File: src/rtl/ram_arbiter.sv
// Two-master round-robin arbiter in front of a single-port synchronous RAM,
// with a bounded grant lock for atomic sequences and read-data routing.
module ram_arbiter #(
  parameter int AW       = 17,
  parameter int LOCK_MAX = 4,
  parameter int CNT_W    = 16
) (
  input  logic             clk,
  input  logic             rst,
  input  logic             m0_req,
  input  logic             m0_lock,
  input  logic [3:0]       m0_we,
  input  logic [AW-1:0]    m0_addr,
  input  logic [31:0]      m0_wdata,
  output logic             m0_gnt,
  output logic             m0_rvalid,
  output logic [31:0]      m0_rdata,
  input  logic             m1_req,
  input  logic             m1_lock,
  input  logic [3:0]       m1_we,
  input  logic [AW-1:0]    m1_addr,
  input  logic [31:0]      m1_wdata,
  output logic             m1_gnt,
  output logic             m1_rvalid,
  output logic [31:0]      m1_rdata,
  output logic             ram_ce,
  output logic [3:0]       ram_we,
  output logic [AW-1:0]    ram_addr,
  output logic [31:0]      ram_din,
  input  logic [31:0]      ram_dout,
  output logic [CNT_W-1:0] conflict_cnt
);

  localparam int LCW = $clog2(LOCK_MAX + 1);

  typedef enum logic [1:0] {LK_NONE, LK_M0, LK_M1} lock_t;

  lock_t            lock_q, lock_d;
  logic [LCW-1:0]   lock_cnt_q, lock_cnt_d;
  logic             last_q, last_d;
  logic             rd_pend_q, rd_pend_d;
  logic             rd_id_q, rd_id_d;
  logic [CNT_W-1:0] conf_q, conf_d;

  logic             g0, g1;
  logic [3:0]       sel_we;
  logic             sel_lock;
  logic [LCW-1:0]   cnt_inc;
  logic             lost;

  always_comb begin
    g0 = 1'b0;
    g1 = 1'b0;
    if (lock_q == LK_M0 && m0_req)      g0 = 1'b1;
    else if (lock_q == LK_M1 && m1_req) g1 = 1'b1;
    else if (m0_req && m1_req) begin
      if (last_q) g0 = 1'b1;
      else        g1 = 1'b1;
    end
    else if (m0_req) g0 = 1'b1;
    else if (m1_req) g1 = 1'b1;
    // Combinational grant path is forced quiet while reset is asserted.
    g0 = g0 & ~rst;
    g1 = g1 & ~rst;
  end

  always_comb begin
    sel_we   = g1 ? m1_we   : m0_we;
    sel_lock = g1 ? m1_lock : m0_lock;
    m0_gnt   = g0;
    m1_gnt   = g1;
    ram_ce   = g0 | g1;
    ram_we   = ram_ce ? sel_we : '0;
    ram_addr = rst ? '0 : (g1 ? m1_addr  : m0_addr);
    ram_din  = rst ? '0 : (g1 ? m1_wdata : m0_wdata);

    m0_rvalid = rd_pend_q & ~rd_id_q;
    m1_rvalid = rd_pend_q &  rd_id_q;
    m0_rdata  = m0_rvalid ? ram_dout : '0;
    m1_rdata  = m1_rvalid ? ram_dout : '0;
    conflict_cnt = conf_q;
  end

  always_comb begin
    last_d     = last_q;
    rd_pend_d  = 1'b0;
    rd_id_d    = rd_id_q;
    lock_d     = LK_NONE;
    lock_cnt_d = '0;
    cnt_inc    = '0;
    if (ram_ce) begin
      last_d    = g1;
      rd_pend_d = (sel_we == 4'b0000);
      rd_id_d   = g1;
      if (sel_lock) begin
        // A fresh lock (new owner) restarts counting from zero.
        if ((g0 && lock_q == LK_M0) || (g1 && lock_q == LK_M1))
          cnt_inc = lock_cnt_q + LCW'(1);
        else
          cnt_inc = LCW'(1);
        if (cnt_inc < LCW'(LOCK_MAX)) begin
          lock_d     = g1 ? LK_M1 : LK_M0;
          lock_cnt_d = cnt_inc;
        end
      end
    end

    lost   = (m0_req & ~g0) | (m1_req & ~g1);
    conf_d = conf_q;
    if (lost && conf_q != '1) conf_d = conf_q + CNT_W'(1);
  end

  always_ff @(posedge clk or posedge rst) begin
    if (rst) begin
      lock_q     <= LK_NONE;
      lock_cnt_q <= '0;
      last_q     <= 1'b1;
      rd_pend_q  <= 1'b0;
      rd_id_q    <= 1'b0;
      conf_q     <= '0;
    end else begin
      lock_q     <= lock_d;
      lock_cnt_q <= lock_cnt_d;
      last_q     <= last_d;
      rd_pend_q  <= rd_pend_d;
      rd_id_q    <= rd_id_d;
      conf_q     <= conf_d;
    end
  end

endmodule
File: config.mk
export PLATFORM = sky130hd
export DESIGN_NAME = ram_arbiter
export DESIGN_NICKNAME = d
export VERILOG_FILES = /design/src/rtl/ram_arbiter.sv
export SDC_FILE = /design/constraint.sdc
export NUM_CORES = 1
export LEC_CHECK = 0
export ABC_AREA = 1
export BUFFER_PORTS_ARGS = -buffer_cell sky130_fd_sc_hd__buf_2
export CELL_PAD_IN_SITES_DETAIL_PLACEMENT = 1
export CELL_PAD_IN_SITES_GLOBAL_PLACEMENT = 2
export CORE_ASPECT_RATIO = 0.6
export CORE_MARGIN = 2
export CORE_UTILIZATION = 14
export CTS_CLUSTER_DIAMETER = 200
export CTS_CLUSTER_SIZE = 14
export DETAILED_ROUTE_END_ITERATION = 10
export PLACE_DENSITY = 0.83
export SYNTH_ARGS = -nofsm -noshare
export SYNTH_HDL_FRONTEND = slang
export SYNTH_SLANG_ARGS = --single-unit
File: constraint.sdc
create_clock -name clk -period 1.55 [get_ports clk]
set_input_delay 0.0775 -clock clk [delete_from_list [all_inputs] [get_ports clk]]
set_output_delay 0.0775 -clock clk [all_outputs]
set_load 0.01 [all_outputs]
---- Yosys cells after proc, flatten, opt, wreduce, memory -nomap -nowiden ----
Index checks and enable logic that the tools add are counted.
operators by class
  add/sub/neg operators ................... 2
  $mul .................................... 0
  div/mod/pow operators ................... 0
  $lt $le $gt $ge ......................... 1
  equal/unequal tests ..................... 3
  shifts and indexed selects .............. 0
  muxes and demuxes ....................... 31
  bitwise gates (word level) .............. 12
  reduce and logical (&&, ||, !) cells .... 8
operators with widths
  operator                                                          count
  32-bit 2-to-1 mux                                                 4
  17-bit 2-to-1 mux                                                 2
  3-bit 2-to-1 mux                                                  6
  16-bit by 1-bit adder with 16-bit output (second input constant)  1
  16-bit != test (second input constant)                            1
  1-bit 2-to-1 mux                                                  13
  2-bit 2-to-1 mux                                                  4
  4-bit 2-to-1 mux                                                  2
  1-bit bitwise AND                                                 6
  1-bit logical AND                                                 6
  4-bit logical NOT                                                 1
  1-bit NOT                                                         4
  3-bit by 1-bit adder with 3-bit output (second input constant)    1
  3-bit less-than comparator (second input constant)                1
  2-bit by 1-bit == test with 1-bit output (second input constant)  1
  2-bit == test (second input constant)                             1
  1-bit OR                                                          2
  1-bit logical OR                                                  1
storage, ports and cells
  flip-flop bits (word level) ............. 24
  latch bits .............................. 0
  bits in writable memories ............... 0
  ROM bits ................................ 0
  output and inout bits ................... 138
  logic and storage cells ................. 63
  memories ................................ 0

---- Depth between registers and ports, before layout ----
Gate-level depths: netlist of run 1.
  word-level depth ........................ 15
  gate-level depth with buffers ........... 10
  depth with buffers taken out ............ 10

---- Least setup slack after synthesis of run 1 ----
No wires, ideal clock.
  kind .................................... input to output
  from .................................... in rst
  to ...................................... out ram_din[23]
  arrival ................................. 1487 ps
  data required time ...................... 1472 ps
  setup slack ............................. -15 ps
  stages .................................. 4
  path buffers ............................ 1
  cells stage by stage .................... inv_1 > clkbuf_1 > o21ai_0 > nor2_1
between the ends
  longest elaborated chain between the ends .. 4
RTL lines
  what                   line  source
  start, declared        9     input logic rst,
  1-bit NOT              64    g1 = g1 & ~rst;
  1-bit bitwise AND      64
  32-bit 2-to-1 mux      75    ram_din = rst ? '0 : (g1 ? m1_wdata : m0_wdata);
  32-bit 2-to-1 mux (*)  75
  end, declared          29    output logic [31:0] ram_din,
Mark *: on every way between the ends. The rest lies on a longest branch, timed or not.

---- Final worst setup path of run 1 ----
  from .................................... reg last_q
  to ...................................... out ram_din[4]
between the ends
  longest elaborated chain between the ends .. 7
RTL lines
  what                            line  source
  start, declared                 40    logic last_q, last_d;
  start signal, assigned          124   last_q <= last_d;
  1-bit 2-to-1 mux                57    if (last_q) g0 = 1'b1;
  1-bit 2-to-1 mux                56    else if (m0_req && m1_req) begin
  1-bit 2-to-1 mux                55    else if (lock_q == LK_M1 && m1_req) g1 = 1'b1;
  1-bit 2-to-1 mux                54    if (lock_q == LK_M0 && m0_req) g0 = 1'b1;
  1-bit bitwise AND               64
  32-bit 2-to-1 mux (2 in a row)  75
Every way passes these cells.

==> results of run 1 <==
[path summary, 6_finish.rpt]
kind,cells past startpoint,end,from,slack [ps]
max,7,ram_din[4],last_q$_DFFE_PP1P_,-240
min,3,rd_pend_q$_DFF_PP0_,rst,30
max reg2reg,9,rd_pend_q$_DFF_PP0_,lock_q[0]$_DFF_PP0_,130
min reg2reg,3,lock_cnt_q[0]$_DFF_PP0_,lock_cnt_q[0]$_DFF_PP0_,570
max in group asynchronous,3,last_q$_DFFE_PP1P_,rst,1250
min in group clk,3,lock_q[1]$_DFF_PP0_,m1_lock,100
[kinds of logic after synthesis]
group | after synthesis | synth area share, %
AND/OR/NAND/NOR | 293 | 46.1
AO/OA/AOI/OAI | 61 | 12.3
XOR/XNOR | 10 | 3.42
adder cells (fa/ha/maj) | 3 | 1.37
flip-flops | 23 | 22.5
buffers and inverters | 84 | 14.3
[placed cells by master, fill, tap and decap left out, types with 2 or more instances in the layout]
| cell | count |
|---|---|
| nor2_1 | 141 |
| nand4_1 | 2 |
| nor2_2 | 18 |
| buf_6 | 6 |
| o21ai_4 | 2 |
| buf_16 | 3 |
| buf_4 | 22 |
| a21oi_1 | 3 |
| clkbuf_16 | 4 |
| inv_1 | 53 |
| xor2_1 | 4 |
| dfrtp_1 | 20 |
| o21ai_2 | 6 |
| nand2_1 | 82 |
| dfrtp_2 | 2 |
| inv_2 | 4 |
| xnor2_1 | 6 |
| nand2_2 | 2 |
| nor3_1 | 4 |
| o21ai_0 | 29 |
| buf_2 | 278 |
| nand3_1 | 13 |
| nand3_2 | 2 |
| o21ai_1 | 20 |
| buf_12 | 8 |
| nor2_4 | 23 |
[per-stage QoR]
stage | setup slack, ps | std cells | hold slack [ps] | power, W
floorplan | 77.3 | 474 | 227 | 0.00136
global placement | -24.8 | 990 | 300 | 0.00195
detailed placement | -50.3 | 990 | 312 | 0.00198
CTS | -198 | 1006 | 22.8 | 0.00274
global route | -348 | 1013 | 73.9 | 0.00299
finish | -245 | 1013 | 29.2 | 0.00278
[final cells by class]
| cell class | instances | area (um^2) |
|---|---|---|
| inverters | 60 | 240 |
| multi-input cells | 367 | 1900 |
| clock inverters | 1 | 7.51 |
| clock buffers | 3 | 75.1 |
| fillers | 2371 | 13000 |
| repair buffers | 319 | 1910 |
| well taps | 240 | 300 |
| flip-flops and latches | 23 | 579 |
[timing repair]
action	4_1_cts	5_1_grt
cloned	4	1
pin swaps	9	8
buffers inserted	8	7
hold buffers	0	0
setup endpoints to repair	54	71
gates resized for setup	41	63
[routing by layer]
metal,global-route usage (%),wire length [um],vias to the layer above
li1,-,-,2043
met1,20.5,7250,1878
met2,22.5,6480,130
met3,2.68,1030,4
met4,0.639,28,0
met5,0,0,-
[tightest hold or removal path: cells and delay by family]
| family | cells | cell delay [ps] |
|---|---|---|
| buffers and inverters | 3 | 590 |
[where the power goes]
group	total (W)	internal [W]	leakage (nW)	switching, W
Clock	0.000604	0.000351	0.0371	0.000253
Combinational	0.00140	0.000661	2.60	0.000744
Sequential	0.000768	0.000685	0.304	0.0000823
Total	0.00278	0.00170	2.94	0.00108
[registers in the layout (all words and copies together), names as in the netlist]
signal,flops
conflict_cnt,16
lock_cnt_q,2
lock_q,2
last_q,1
rd_id_q,1
rd_pend_q,1
==> impl_metrics.ini, run 1 <==
[worst_hold_path]
hold_path.class = input pin to async pin

[place]
hpwl_mm = 11.6
place.gp.congestion = 0.821
placed_cell_area_mm2 = 0.00434
port_buffers = 281

[critical_path]
required_ps = 1470
arrival_ps = 1720
crit_buf_inv = 3
path_cells = nand3_4, nand2_8, buf_4, buf_16, o21ai_1, nor2_1, buf_2
crit_family = flip-flops
start_kind = register
path_max_fanout = 16
critPathKind = register to output pin
worstSetupEndpointType = output pin
worst_path_max_delay_cell = dfstp_2
slowest_delay_ps = 560

[floorplan]
rows = 38
start_util_pct = 14.2
dieArea_mm2 = 0.0194
io-pin-count = 282
die_w_um = 179
core_area_mm2 = 0.0180
die_h_um = 109

[layout]
n_antenna_cell = 0
drive_gt1_share_pct = 50.5
final_core_util_pct = 27.8
fin_area_mm2 = 0.00500
nets = 920
synthToLayoutAreaGrowth_pct = 95.2

[detailed_routing]
viasPerCell = 4.00
dr.first_iter.drc_count = 118
drtPass1Iterations = 4
drc = 0
routed_wl_mm = 14.8
wl_per_cell_um = 14.6
antenna_left = 0
vias = 4055

[cts]
cts_tree = yes
insertion_delay_ps = 260
clk_pin_slew_ps = 70
cts_buffers = 3
cts_sinks = 23
h-tree-depth = 1
cts_max_path_buffers = 2
clock_tree.root_cell = clkbuf_16

[timing]
fin_setup_tns_ps = -8520
timing.fmax_mhz = 557
worst_pin_slew_ps = 363
finClkSkew_ps = 2.94
finalMaxSlewViolations = 0
hold_viol = 0
fin_ws_ps = -245
relSlewSlack_pct = 75.8
setup_violations = 54
fin_crit_ps = 1790
min_period_over_period_pct = 116
rsz0062_at_grt = yes

[logic_synthesis]
asyncSetResetFlopFracSynth_pct = 100
synth_top_area_share_pct = 26.2
synth_edf_count = 0
synth_commonest_cells = nor2_1 (179), nand2_1 (84), inv_1 (55)
ys_seq_elements = 23
syn_nets = 620
yosysTopAreaCell = nor2_1
syn_area_per_cell_um2 = 5.41
synth_area_mm2 = 0.00256
ys_warn_count = 0
ys_seq_area_share_pct = 22.5
synth_cell_types = 32
yosysMostFrequentCell = nor2_1
netlist_instances = 474
synth_area_leaders = nor2_1 (26%), dfrtp_1 (21%), nand2_1 (12%)
synth-main-ff-cell = dfrtp_1

[grt]
grt_max_degree = 55
grt_pass1_wl_mm = 21.6
grt_use_total_pct = 14.1
overflow = 0
antenna_found_initial = 0
grt_pass1_vias = 3894

[outcome]
violations = negative setup slack
status = finished, violations left

[power_and_ir_drop]
p_leak_nw = 2.94
ir_worst_vdd_uv = 451
powerDensity_mw_per_mm2 = 555

[flow_run]
drv_cap = 0
(Power assumes the default switching activity.)
==> run 2, diff against run 1 <==
--- a/config.mk
+++ b/config.mk
@@ -11,11 +11,12 @@
 export CELL_PAD_IN_SITES_GLOBAL_PLACEMENT = 2
 export CORE_ASPECT_RATIO = 0.6
 export CORE_MARGIN = 2
-export CORE_UTILIZATION = 14
+export CORE_UTILIZATION = 15
+export CTS_BUF_LIST = sky130_fd_sc_hd__clkbuf_8
 export CTS_CLUSTER_DIAMETER = 200
 export CTS_CLUSTER_SIZE = 14
 export DETAILED_ROUTE_END_ITERATION = 10
-export PLACE_DENSITY = 0.83
+export PLACE_DENSITY = 0.88
 export SYNTH_ARGS = -nofsm -noshare
 export SYNTH_HDL_FRONTEND = slang
 export SYNTH_SLANG_ARGS = --single-unit
==> constraint.sdc (replaced) <==
create_clock -name clk -period 2.2 [get_ports clk]
set_input_delay 0.11 -clock clk [delete_from_list [all_inputs] [get_ports clk]]
set_output_delay 0.11 -clock clk [all_outputs]
set_load 0.01 [all_outputs]
==> impl_metrics.ini, run 2 (synthesis results as in run 1) <==
[outcome]
status = finished, final reports clean

[place]
port_buffers = 281
post-place-cells = 966
hpwl_mm = 11.1
place.gp.congestion = 0.803
placed_cell_area_mm2 = 0.00419

[grt]
grt_use_total_pct = 14.2
grt_max_degree = 59
grt_use_met1_pct = 19.4
antenna_found_initial = 2
top_usage_layer = met2
grt_pass1_vias = 3909
grt_pass1_wl_mm = 21.2
grt_util_met3_pct = 3.72
met2_usage_pct = 23.4
overflow = 0

[cts]
cts_buffers = 3
cts_max_path_buffers = 2
h-tree-depth = 1
insertion_delay_ps = 270
postCtsSetupBuffers = 0
clock_tree.root_cell = clkbuf_8
clk_pin_slew_ps = 90
cts_sinks = 23
cts_tree = yes

[critical_path]
required_ps = 2090
arrival_ps = 1860
critPathKind = input pin to output pin
path_max_fanout = 51
worstSetupEndpointType = output pin
start_kind = input pin

[power_and_ir_drop]
totalPowerFinal_w = 0.00158
sw_frac_of_total_pct = 41.3
seqPwrFrac_pct = 35.7
ir_worst_vdd_uv = 351
combPwrFrac_pct = 46.6
switching_power_w = 0.000651
p_int_w = 0.000925
powerDensity_mw_per_mm2 = 371
p_leak_nw = 2.67
p_clk_share_pct = 17.7

[layout]
nets = 890
final_cell_mix = buf_2 (281), nor2_1 (179), nand2_1 (84)
fin_area_mm2 = 0.00425
synthToLayoutAreaGrowth_pct = 65.8
finalNonFillerCells = 972
final_core_util_pct = 25.8
layout_commonest_cell = buf_2
largest_register_ffs = 16
drive_gt1_share_pct = 41.6

[floorplan]
start_util_pct = 15.6
die_w_um = 173
io-pin-count = 282
rows = 36
dieArea_mm2 = 0.0182
die_h_um = 105
core_area_mm2 = 0.0165

[timing]
min_period_over_period_pct = 89.6
relSlewSlack_pct = 72.0
timing.fmax_mhz = 507
worst_pin_slew_ps = 417
fin_setup_tns_ps = 0
rsz0062_at_grt = no
finalMaxSlewViolations = 0
setup_violations = 0
fin_crit_ps = 1970
finClkSkew_ps = 2.85
hold_viol = 0

[detailed_routing]
routed_wl_mm = 13.4
antenna_left = 0
wl_per_cell_um = 13.7
drtPass1Iterations = 4
vias = 3858
dr.first_iter.drc_count = 162
drc = 0
viasPerCell = 3.97

[worst_hold_path]
hold_path.class = input pin to register

[flow_run]
drv_cap = 0
[run 2: power by group through the flow]
stage | sequential [W] | clock, W | combinational [W]
global placement | 0.000568 | 0 | 0.000740
CTS | 0.000565 | 0.000304 | 0.000749
floorplan | 0.000576 | 0 | 0.000380
global route | 0.000581 | 0.000313 | 0.000838
finish | 0.000563 | 0.000279 | 0.000735
detailed placement | 0.000573 | 0 | 0.000741
[run 2: critical path, cell delays in order]
cell	delay, ps
dlygate4sd3_1	550
buf_2	150
nor2_2	120
nand2_1	70
inv_2	70
nand2_2	70
inv_2	70
buf_12	230
nor2_1	70
nor2_1	160
buf_2	160
[run 2: what timing repair did]
action,CTS,global route
hold endpoints to repair,22,0
hold buffers,1,0
gates resized for setup,0,0
[run 2: path summary, 6_finish.rpt]
path,startpoint,endpoint,slack [ps],cells past startpoint
min in group asynchronous,rst,rd_id_q$_DFFE_PP0P_,460,4
max,rst,ram_din[14],230,11
min,m1_we[1],rd_pend_q$_DFF_PP0_,100,4
min reg2reg,last_q$_DFFE_PP1P_,last_q$_DFFE_PP1P_,500,2
max in group asynchronous,rst,last_q$_DFFE_PP1P_,1380,4
max reg2reg,conflict_cnt[1]$_DFFE_PP0P_,conflict_cnt[9]$_DFFE_PP0P_,570,8
[run 2: cell type report]
class	instances	area [um^2]
Fill cell	2274	12200
Multi-Input combinational cell	367	1620
Antenna cell	1	2.50
Tap cell	228	285
Clock inverter	1	5.00
Inverter	60	228
Clock buffer	3	41.3
Sequential cell	23	577
Timing Repair Buffer	289	1490
[run 2: through the flow]
stage	hold slack [ps]	setup WS [ps]
after floorplan	268	570
after global placement	184	657
after detailed placement	180	544
after CTS	91.9	215
after global routing	114	111
final	98.1	230
[run 2: per-layer routing]
metal / wire, um / vias to the layer above
met2: 5950 / 146
met1: 6280 / 1724
met4: 85 / 2
met5: 13 / -
met3: 1030 / 10
li1: - / 1976
==> run 3, diff against run 2 <==
==> constraint.sdc (replaced) <==
create_clock -name clk -period 2.2 [get_ports clk]
set_input_delay 0.22 -clock clk [delete_from_list [all_inputs] [get_ports clk]]
set_output_delay 0.22 -clock clk [all_outputs]
set_load 0.01 [all_outputs]
==> impl_metrics.ini, run 3 (synthesis results as in run 1) <==
[layout]
largest_register_ffs = 16
drive_gt1_share_pct = 41.4
synthToLayoutAreaGrowth_pct = 65.2
layout_commonest_cell = buf_2
finalNonFillerCells = 968
n_antenna_cell = 0
nets = 887
final_cell_mix = buf_2 (281), nor2_1 (179), nand2_1 (84)

[worst_hold_path]
hold_path.class = input pin to async pin

[timing]
worst_pin_slew_ps = 489
finClkSkew_ps = 2.49
min_period_over_period_pct = 88.2
fin_setup_tns_ps = 0
hold_viol = 0
finalMaxSlewViolations = 0
setup_violations = 0
fin_crit_ps = 1940
relSlewSlack_pct = 67.1
rsz0062_at_grt = no
timing.fmax_mhz = 516

[power_and_ir_drop]
totalPowerFinal_w = 0.00156
p_leak_nw = 2.66
ir_worst_vdd_uv = 385
powerDensity_mw_per_mm2 = 367

[grt]
grt_use_total_pct = 14.0
antenna_found_initial = 1
grt_pass1_vias = 3741
overflow = 0
grt_pass1_wl_mm = 20.9
grt_max_degree = 75

[critical_path]
start_kind = register
rr_endpoint = conflict_cnt[12]$_DFFE_PP0P_
required_ps = 1980
r2r_slack_ps = 560
reg2reg_depth = 8
path_max_fanout = 51
worstSetupEndpointType = output pin
critPathKind = register to output pin
timing.rr.start = conflict_cnt[0]$_DFFE_PP0P_
arrival_ps = 1720

[detailed_routing]
antenna_left = 0
vias = 3840
dr.first_iter.drc_count = 169
wl_per_cell_um = 13.9
routed_wl_mm = 13.4
viasPerCell = 3.97
drtPass1Iterations = 4
drc = 0

[place]
hpwl_mm = 11.1
port_buffers = 281
place.gp.congestion = 0.802
post-place-cells = 964

[cts]
insertion_delay_ps = 260
cts_tree = yes
clock_tree.root_cell = clkbuf_8
hold_buffers = 0
cts_max_path_buffers = 2
clk_pin_slew_ps = 90
postCtsResizedCells = 0
cts_sinks = 23
cts_buffers = 3
h-tree-depth = 1
postCtsSetupBuffers = 0

[flow_run]
drv_cap = 0

[floorplan]
rows = 36
die_w_um = 173
start_util_pct = 15.6
die_h_um = 105
io-pin-count = 282
dieArea_mm2 = 0.0182
core_area_mm2 = 0.0165

[outcome]
status = finished, final reports clean
-- run 3: cell count changes in the layout (fill, tap and decap cells not counted), sizes merged --
cell	before	now
dlygate4sd3	1	0
buf	288	286
inv	59	60
clkinv	2	1
diode	1	0
-- run 3: layout make-up --
cell class / count / area [um^2]
multi-input cells: 367 / 1620
flip-flops and latches: 23 / 577
well taps: 228 / 285
clock inverters: 1 / 3.75
clock buffers: 3 / 41.3
repair buffers: 286 / 1480
inverters: 60 / 228
fillers: 2247 / 12300
-- run 3: critical path, cell delays in order, from the launching register on --
cell and delay [ps]:
dfrtp_1 380, inv_1 90, nand2_1 80, nand3_2 100, nand2_2 90, inv_2 80, buf_12 240, nor2_1 70
nor2_1 130, buf_2 160
-- run 3: worst max-delay path by stage --
stage / startpoint / endpoint / slack [ps] / cells past startpoint
2_1_floorplan: rst / ram_din[23] / 350 / 4
3_3_place_gp: last_q$_DFFE_PP1P_ / ram_din[14] / 580 / 6
3_5_place_dp: lock_q[0]$_DFF_PP0_ / ram_din[20] / 530 / 9
4_1_cts: lock_q[0]$_DFF_PP0_ / ram_din[20] / 210 / 9
5_1_grt: last_q$_DFFE_PP1P_ / ram_addr[10] / 90 / 6
6_report: lock_q[0]$_DFF_PP0_ / ram_din[14] / 260 / 9
-- run 3: per-stage QoR --
stage                     hold slack (ps)  util (%)  setup slack, ps  instance area [um^2]
after floorplan                       378         -              350                  2560
after global placement                359      25.4              583                  4190
after detailed placement              365      25.4              526                  4190
after CTS                            60.1      25.7              207                  4240
after global routing                 89.2      25.7             94.5                  4240
final                                58.3      25.7              260                  4240
-- run 3: power by group --
group | internal (W) | switching (W) | total [W]
registers | 0.000481 | 0.0000795 | 0.000560
clock network | 0.000125 | 0.000145 | 0.000270
logic | 0.000316 | 0.000411 | 0.000726
-- run 3: layer usage --
metal | vias to the layer above | part of all wire [%] | track usage (%)
met1 | 1731 | 47 | 19.3
met4 | 2 | 0.12 | 0.726
met5 | - | 0.097 | 0
met2 | 134 | 46 | 23.6
met3 | 4 | 6.7 | 2.85
li1 | 1969 | - | -
